`config.mk`:
```
export PLATFORM = sky130hd
export DESIGN_NAME = mux2_share_arb
export DESIGN_NICKNAME = d
export VERILOG_FILES = /design/src/rtl/mux2_share_arb.sv
export SDC_FILE = /design/constraint.sdc
export NUM_CORES = 1
export LEC_CHECK = 0
export BUFFER_PORTS_ARGS = -buffer_cell sky130_fd_sc_hd__buf_2
export CORE_MARGIN = 4
export CORE_UTILIZATION = 55
export DETAILED_ROUTE_END_ITERATION = 12
export PLACE_DENSITY = 0.78
export SYNTH_ARGS = -nofsm -noshare
export SYNTH_HDL_FRONTEND = slang
export SYNTH_SLANG_ARGS = --single-unit
```
`constraint.sdc`:
```
create_clock -name CLK -period 2.5 [get_ports CLK]
set_clock_uncertainty 0.15 [all_clocks]
set_input_delay 0.375 -clock CLK [delete_from_list [all_inputs] [get_ports CLK]]
set_output_delay 0.375 -clock CLK [all_outputs]
set_load 0.02 [all_outputs]
```
`src/rtl/mux2_share_arb.sv`:
```
// mux2_share_arb: round-robin owner selection for one shared 2:1 inverting
// mux lane. The select only moves on the edge that hands the lane to a new
// owner, and every release is followed by an idle turnaround with both
// grants low. A hold limit stops one requester from starving the other.
module mux2_share_arb #(
  parameter int MAXHOLD = 8,
  parameter int GAP     = 1
) (
  input  logic       CLK,
  input  logic       RST,
  input  logic       REQA,
  input  logic       REQB,
  input  logic       LASTA,
  input  logic       LASTB,
  output logic       GNTA,
  output logic       GNTB,
  output logic       SEL,
  output logic       BUSY,
  output logic       PREEMPT,
  output logic [7:0] HOLDCNT
);

  typedef enum logic [1:0] {
    IDLE  = 2'd0,
    OWN_A = 2'd1,
    OWN_B = 2'd2,
    TURN  = 2'd3
  } state_t;

  localparam logic [7:0] MAX_CNT  = 8'(MAXHOLD);
  localparam logic [3:0] GAP_LOAD = 4'(GAP - 1);

  state_t     state;
  logic [3:0] gap_cnt;
  logic       last_b;
  logic       hold_full;

  assign hold_full = (HOLDCNT == MAX_CNT);

  // Arbitration FSM; every output is updated here so all of them are registered.
  always_ff @(posedge CLK or posedge RST) begin
    if (RST) begin
      state   <= IDLE;
      gap_cnt <= 4'd0;
      last_b  <= 1'b1;
      GNTA    <= 1'b0;
      GNTB    <= 1'b0;
      SEL     <= 1'b0;
      BUSY    <= 1'b0;
      PREEMPT <= 1'b0;
      HOLDCNT <= 8'd0;
    end else begin
      PREEMPT <= 1'b0;
      case (state)
        IDLE: begin
          if (REQA && (!REQB || last_b)) begin
            state   <= OWN_A;
            GNTA    <= 1'b1;
            SEL     <= 1'b0;
            last_b  <= 1'b0;
            HOLDCNT <= 8'd1;
            BUSY    <= 1'b1;
          end else if (REQB) begin
            state   <= OWN_B;
            GNTB    <= 1'b1;
            SEL     <= 1'b1;
            last_b  <= 1'b1;
            HOLDCNT <= 8'd1;
            BUSY    <= 1'b1;
          end else begin
            BUSY    <= 1'b0;
          end
        end
        OWN_A: begin
          if (LASTA || !REQA || (hold_full && REQB)) begin
            state   <= TURN;
            GNTA    <= 1'b0;
            HOLDCNT <= 8'd0;
            gap_cnt <= GAP_LOAD;
            PREEMPT <= !LASTA && REQA;
          end else if (!hold_full) begin
            HOLDCNT <= HOLDCNT + 8'd1;
          end
        end
        OWN_B: begin
          if (LASTB || !REQB || (hold_full && REQA)) begin
            state   <= TURN;
            GNTB    <= 1'b0;
            HOLDCNT <= 8'd0;
            gap_cnt <= GAP_LOAD;
            PREEMPT <= !LASTB && REQB;
          end else if (!hold_full) begin
            HOLDCNT <= HOLDCNT + 8'd1;
          end
        end
        TURN: begin
          if (gap_cnt == 4'd0) begin
            state <= IDLE;
            BUSY  <= 1'b0;
          end else begin
            gap_cnt <= gap_cnt - 4'd1;
          end
        end
        default: begin
          state <= IDLE;
          GNTA  <= 1'b0;
          GNTB  <= 1'b0;
          BUSY  <= 1'b0;
        end
      endcase
    end
  end

endmodule

```
# --- Word level (Yosys, flattened, before mapping) ---
# Cells that the tools add are included.
word_totals:
  register_bits: 20
  output_inout_bits: 13
classes:
  n_addsub: 2
  n_eq_ne: 12
  n_mux: 31
  n_reduce_logical: 29
ops:
  columns: ["cell", "count"]
  rows:
  - ["$mux 8", 5]
  - ["$pmux 8 s3", 1]
  - ["$ne 2x2->1 const B", 7]
  - ["$mux 4", 3]
  - ["$pmux 4 s3", 1]
  - ["$reduce_and 4->1", 3]
  - ["$mux 1", 11]
  - ["$mux 2", 5]
  - ["$add 8x1->8 const B", 1]
  - ["$eq 8x4->1 const B", 1]
  - ["$pmux 1 s2", 4]
  - ["$pmux 2 s4", 1]
  - ["$reduce_bool 2->1", 4]
  - ["$reduce_and 2->1", 3]
  - ["$reduce_bool 3->1", 2]
  - ["$logic_and 1x1->1", 5]
  - ["$logic_or 1x1->1", 5]
  - ["$eq 2x2->1 const B", 2]
  - ["$logic_not 1->1", 4]
  - ["$logic_not 4->1", 1]
  - ["$sub 4x1->4 const B", 1]
  - ["$ne 3x3->1 const B", 1]
  - ["$reduce_and 3->1", 1]
  - ["$eq 2x1->1 const B", 1]
  - ["$logic_not 2->1", 1]

# --- Logic depth before layout (Yosys ltp) ---
logic_depth:
  ltp_word: 5
  ltp_mapped: 8
  depth_no_buf: 6

# --- Worst setup path before layout ---
# Ideal clock, no wire load.
synth_timing:
  path_kind: "register -> register"
  from: "register HOLDCNT[0]"
  to: "register state[1]"
  setup_time_ns: 0.125
  arrival_ns: 1.901
  required_time_ns: 2.225
  path_slack_ns: 0.324
  stages_incl_launch_ff: 7
  period_less_slack_ns: 2.176
  path_cell_list: "dfrtp_1 > inv_1 > ha_1 > nor4b_4 > a22oi_2 > or3_4 > mux2_4"
synth_between:
  elab_chain_cells: 5
  word_cells_on_any_way: 8
synth_lines:
  columns: ["element", "line", "source"]
  rows:
  - ["start: declaration", "20", "output logic [7:0] HOLDCNT"]
  - ["start signal: assignment", "82", "HOLDCNT <= HOLDCNT + 8'd1;"]
  - ["start signal: assignment", "93", "HOLDCNT <= HOLDCNT + 8'd1;"]
  - ["$eq 8x4->1 *", "38", "assign hold_full = (HOLDCNT == MAX_CNT);"]
  - ["$logic_and 1x1->1 (on tied branches)", "86, 75", null]
  - ["$logic_or 1x1->1 (on tied branches)", "86, 75", null]
  - ["$ne 2x2->1 (no source line)", null, null]
  - ["$reduce_and 4->1 (no source line) *", null, null]
  - ["end signal: assignment", "87", "state <= TURN;"]
  - ["end signal: assignment", "98", "state <= IDLE;"]
  - ["end signal: assignment", "105", "state <= IDLE;"]
  - ["end: declaration", "33", "state_t state;"]
# Every way passes the cells marked *; elsewhere a longest branch is shown, timed or not.
# A chain may end at the register's enable or synchronous reset.

# --- Worst setup path in the final report ---
layout_timing:
  from: "register state[0]"
  to: "register state[1]"
layout_between:
  elab_chain_cells: 3
  word_cells_on_any_way: 10
layout_lines:
  columns: ["element", "line", "source"]
  rows:
  - ["start signal: assignment", "43", "state <= IDLE;"]
  - ["start signal: assignment", "57", "state <= OWN_A;"]
  - ["start signal: assignment", "64", "state <= OWN_B;"]
  - ["$eq 2x2->1 (tied with other cells)", "54", "case (state)"]
  - ["$ne 2x2->1 (no source line) or $ne 3x3->1 (tied branches)", null, null]
  - ["$reduce_and 4->1 (no source line)", null, null]
# Parallel ways exist; a longest one is shown, timed or not.

==> impl_metrics.csv <==
group,metric,value,unit
run_status,run_status,"completed",
sta,fin_crit_sh,0.930,
sta,setup_viol,0,
routing,drtAntennaViolNets,0,
setup_path,regToRegSetupSlack,180,ps
routing,routedWlPerCell,15.8,um
power,p_leak,0.742,nW
routing,drc,0,
routing,first_iter_violations,31,
floorplan,rows,17,
setup_path,critPathMaxStageDelay,510,ps
floorplan,ios,19,
synthesis,synth_top_area_share,0.374,
power,comb_power_share,0.554,
floorplan,die_h,56.1,um
setup_path,r2r_cells,6,
grt,grt_pass1_wl,4.84,mm
synthesis,ys.flop_type,"dfrtp_1",
power,p_int,0.00101,W
grt,track_usage,0.194,
place,hpwl,2.10,mm
grt,antenna_found_initial,0,
sta,slew_viol_final,0,
setup_path,r2r_end,"state[1]",
layout,diodes,0,
place,dpl_worst_slack,296,ps
floorplan,core,0.00221,sq mm
setup_path,cp_top_family,"compound AO/OA/AOI/OAI gates",
clocking,cts_buffers,3,
synthesis,synth-edff-count,0,
setup_path,critPathCaptureType,"flop",
synthesis,ys_seq_area_frac,0.395,
grt,grt_pass1_vias,1084,
setup_path,cp-start-kind,"flop",
routing,vias_per_cell,6.10,
worst_hold_path,min_path_type,"primary input to async pin",
floorplan,die_area,0.00314,sq mm
clocking,cts_sinks,20,
synthesis,synth_nets,147,
setup_path,path_depth,6,
sta,grt_setup_unrepaired,"no",
place,gp_congestion,0.860,
setup_path,critPathBufInv,1,
clocking,clock-root-buffer,"clkbuf_4",
power,vdd_ir_drop_max,0.000832,V
layout,synthToLayoutAreaGrowth,15.4,%
synthesis,synth_area_leader_cell,"dfrtp_1",
clocking,cts_resized,0,
clocking,holdBufCountCts,0,
power,total_power,0.00177,W
run,maxCapViolCount,0,
setup_path,slowest_stage,"o22ai_1",
sta,fmax,430,MHz
synthesis,synth_cell_type_count,43,
place,port_buffers,18,
synthesis,synthCells,133,
sta,setup_slack,176,ps
routing,vias,1116,
setup_path,path_max_fanout,7,
power,clkPwrFrac,0.153,
setup_path,timing.rr.start,"state[0]",
synthesis,async_flop_share,1.00,
sta,final.min_clock_period,2320,ps
clocking,clk_pin_slew,130,ps
setup_path,crit_type,"flop to flop",
power,power.density,1210,mW/mm^2
power,p_switching,0.000765,W
routing,drt_wl_total,2.89,mm
synthesis,netlist_top_cells_count,"dfrtp_1 (19), inv_1 (14), nand2_1 (11), ha_1 (8), a31oi_1 (7)",
power,power.share.sequential,0.293,
synthesis,yosys_warnings,0,
setup_path,worstSetupStartpoint,"state[0]",
floorplan,start_util,0.575,
sta,hold_violations,0,
setup_path,cp.required,2560,ps
power,swShare,0.431,
routing,dr.pass1.iters,4,
clocking,cts_buffer_depth,2,
synthesis,ys_seq_elements,20,
synthesis,yosysMostFrequentCell,"dfrtp_1",
clocking,cts-htree-levels,1,
clocking,postCtsSetupBuffers,0,
setup_path,path_cells,"inv_1 > ha_1 > nand3b_1 > o22ai_1 > or3_4 > mux2_4",
synthesis,avgSynthCellArea,9.56,sq um
layout,layout-drive-gt1-share,0.239,
setup_path,crit_end,"state[1]",
clocking,cts_tree,"yes",
clocking,worst_skew_pair.late_latency,310,ps
layout,fill_cells,178,
floorplan,die_w,56.1,um
synthesis,syn_area,0.00127,sq mm
grt,grt-ovfl-total,0,
synthesis,ys_top_cells_by_area,"dfrtp_1 (37%), ha_1 (7.9%), inv_1 (4.1%)",
sta,slew_headroom,0.491,
setup_path,cp_data_arrival_time,2380,ps
layout,nNetsFinal,170,
sta,tns,0,ps
sta,tightest_slew,762,ps
grt,grt_max_degree,21,
area by class of cell:
class                           instances  area [sq um]  share of cell area
Multi-Input combinational cell         94           697               0.475
Sequential cell                        20           502               0.342
Timing Repair Buffer                   23           128              0.0870
Inverter                               14          52.6              0.0358
Tap cell                               28          35.0              0.0239
Clock inverter                          1          30.0              0.0205
Clock buffer                            3          22.5              0.0154
layout by cell type (no fill, tap or decap), types with 3 or more instances in the layout:
master / netlist / routed
nand3b_1: 4 / 4
o31ai_1: 3 / 3
o22ai_1: 4 / 4
clkbuf_4: 0 / 3
ha_1: 8 / 8
inv_1: 14 / 14
a31oi_1: 7 / 7
o21ai_0: 4 / 4
nor2_1: 5 / 5
mux2i_1: 3 / 3
a21oi_1: 6 / 6
buf_4: 0 / 5
dfrtp_1: 19 / 19
nand3_1: 5 / 5
buf_2: 1 / 18
nand2_1: 11 / 11
cell families after synthesis:
family | count (synthesis) | synth area share
DFF | 20 | 0.395
muxes | 4 | 0.0354
AOI/OAI and AO/OA | 41 | 0.235
and+or+nand+nor | 41 | 0.199
adders and majority gates | 8 | 0.0787
buffers and inverters | 19 | 0.0571
flip-flops by register name, summed over array words and instances (netlist names):
name and flops:
last_b 1, GNTB 1, HOLDCNT 8, gap_cnt 4, SEL 1, state 2, BUSY 1, PREEMPT 1
GNTA 1
worst min path at each step:
stage / from / endpoint / slack (ps) / depth (start not counted)
floorplan: RST / BUSY / 190 / 1
global placement: SEL / SEL / 300 / 2
detailed placement: SEL / SEL / 310 / 2
CTS: RST / HOLDCNT[2] / 60 / 2
global route: RST / gap_cnt[3] / 100 / 2
finish: RST / gap_cnt[1] / 30 / 2
power by group through the flow:
stage	logic [W]	clock network [W]	registers, W
final	0.000983	0.000272	0.000519
after global routing	0.00109	0.000294	0.000536
after CTS	0.000983	0.000273	0.000520
after detailed placement	0.000977	0	0.000527
after global placement	0.000942	0	0.000517
after floorplan	0.000656	0	0.000569
routing by layer:
layer,GRT usage,share of wire,vias to the layer above,wire length (um)
met1,0.247,0.42,533,1220
met2,0.326,0.51,39,1460
li1,-,-,536,-
met3,0.0325,0.048,8,140
met4,0.0746,0.022,0,63
met5,0,0,-,0
stage by stage:
| step | util | instance area (sq um) | hold WS [ps] | std cells |
|---|---|---|---|---|
| after floorplan | - | 1270 | 188 | 133 |
| after global placement | 0.639 | 1410 | 297 | 179 |
| after detailed placement | 0.639 | 1410 | 305 | 179 |
| after CTS | 0.663 | 1470 | 62.7 | 183 |
| after global routing | 0.663 | 1470 | 95.0 | 183 |
| final | 0.663 | 1470 | 30.2 | 183 |
(Power assumes the default switching activity.)
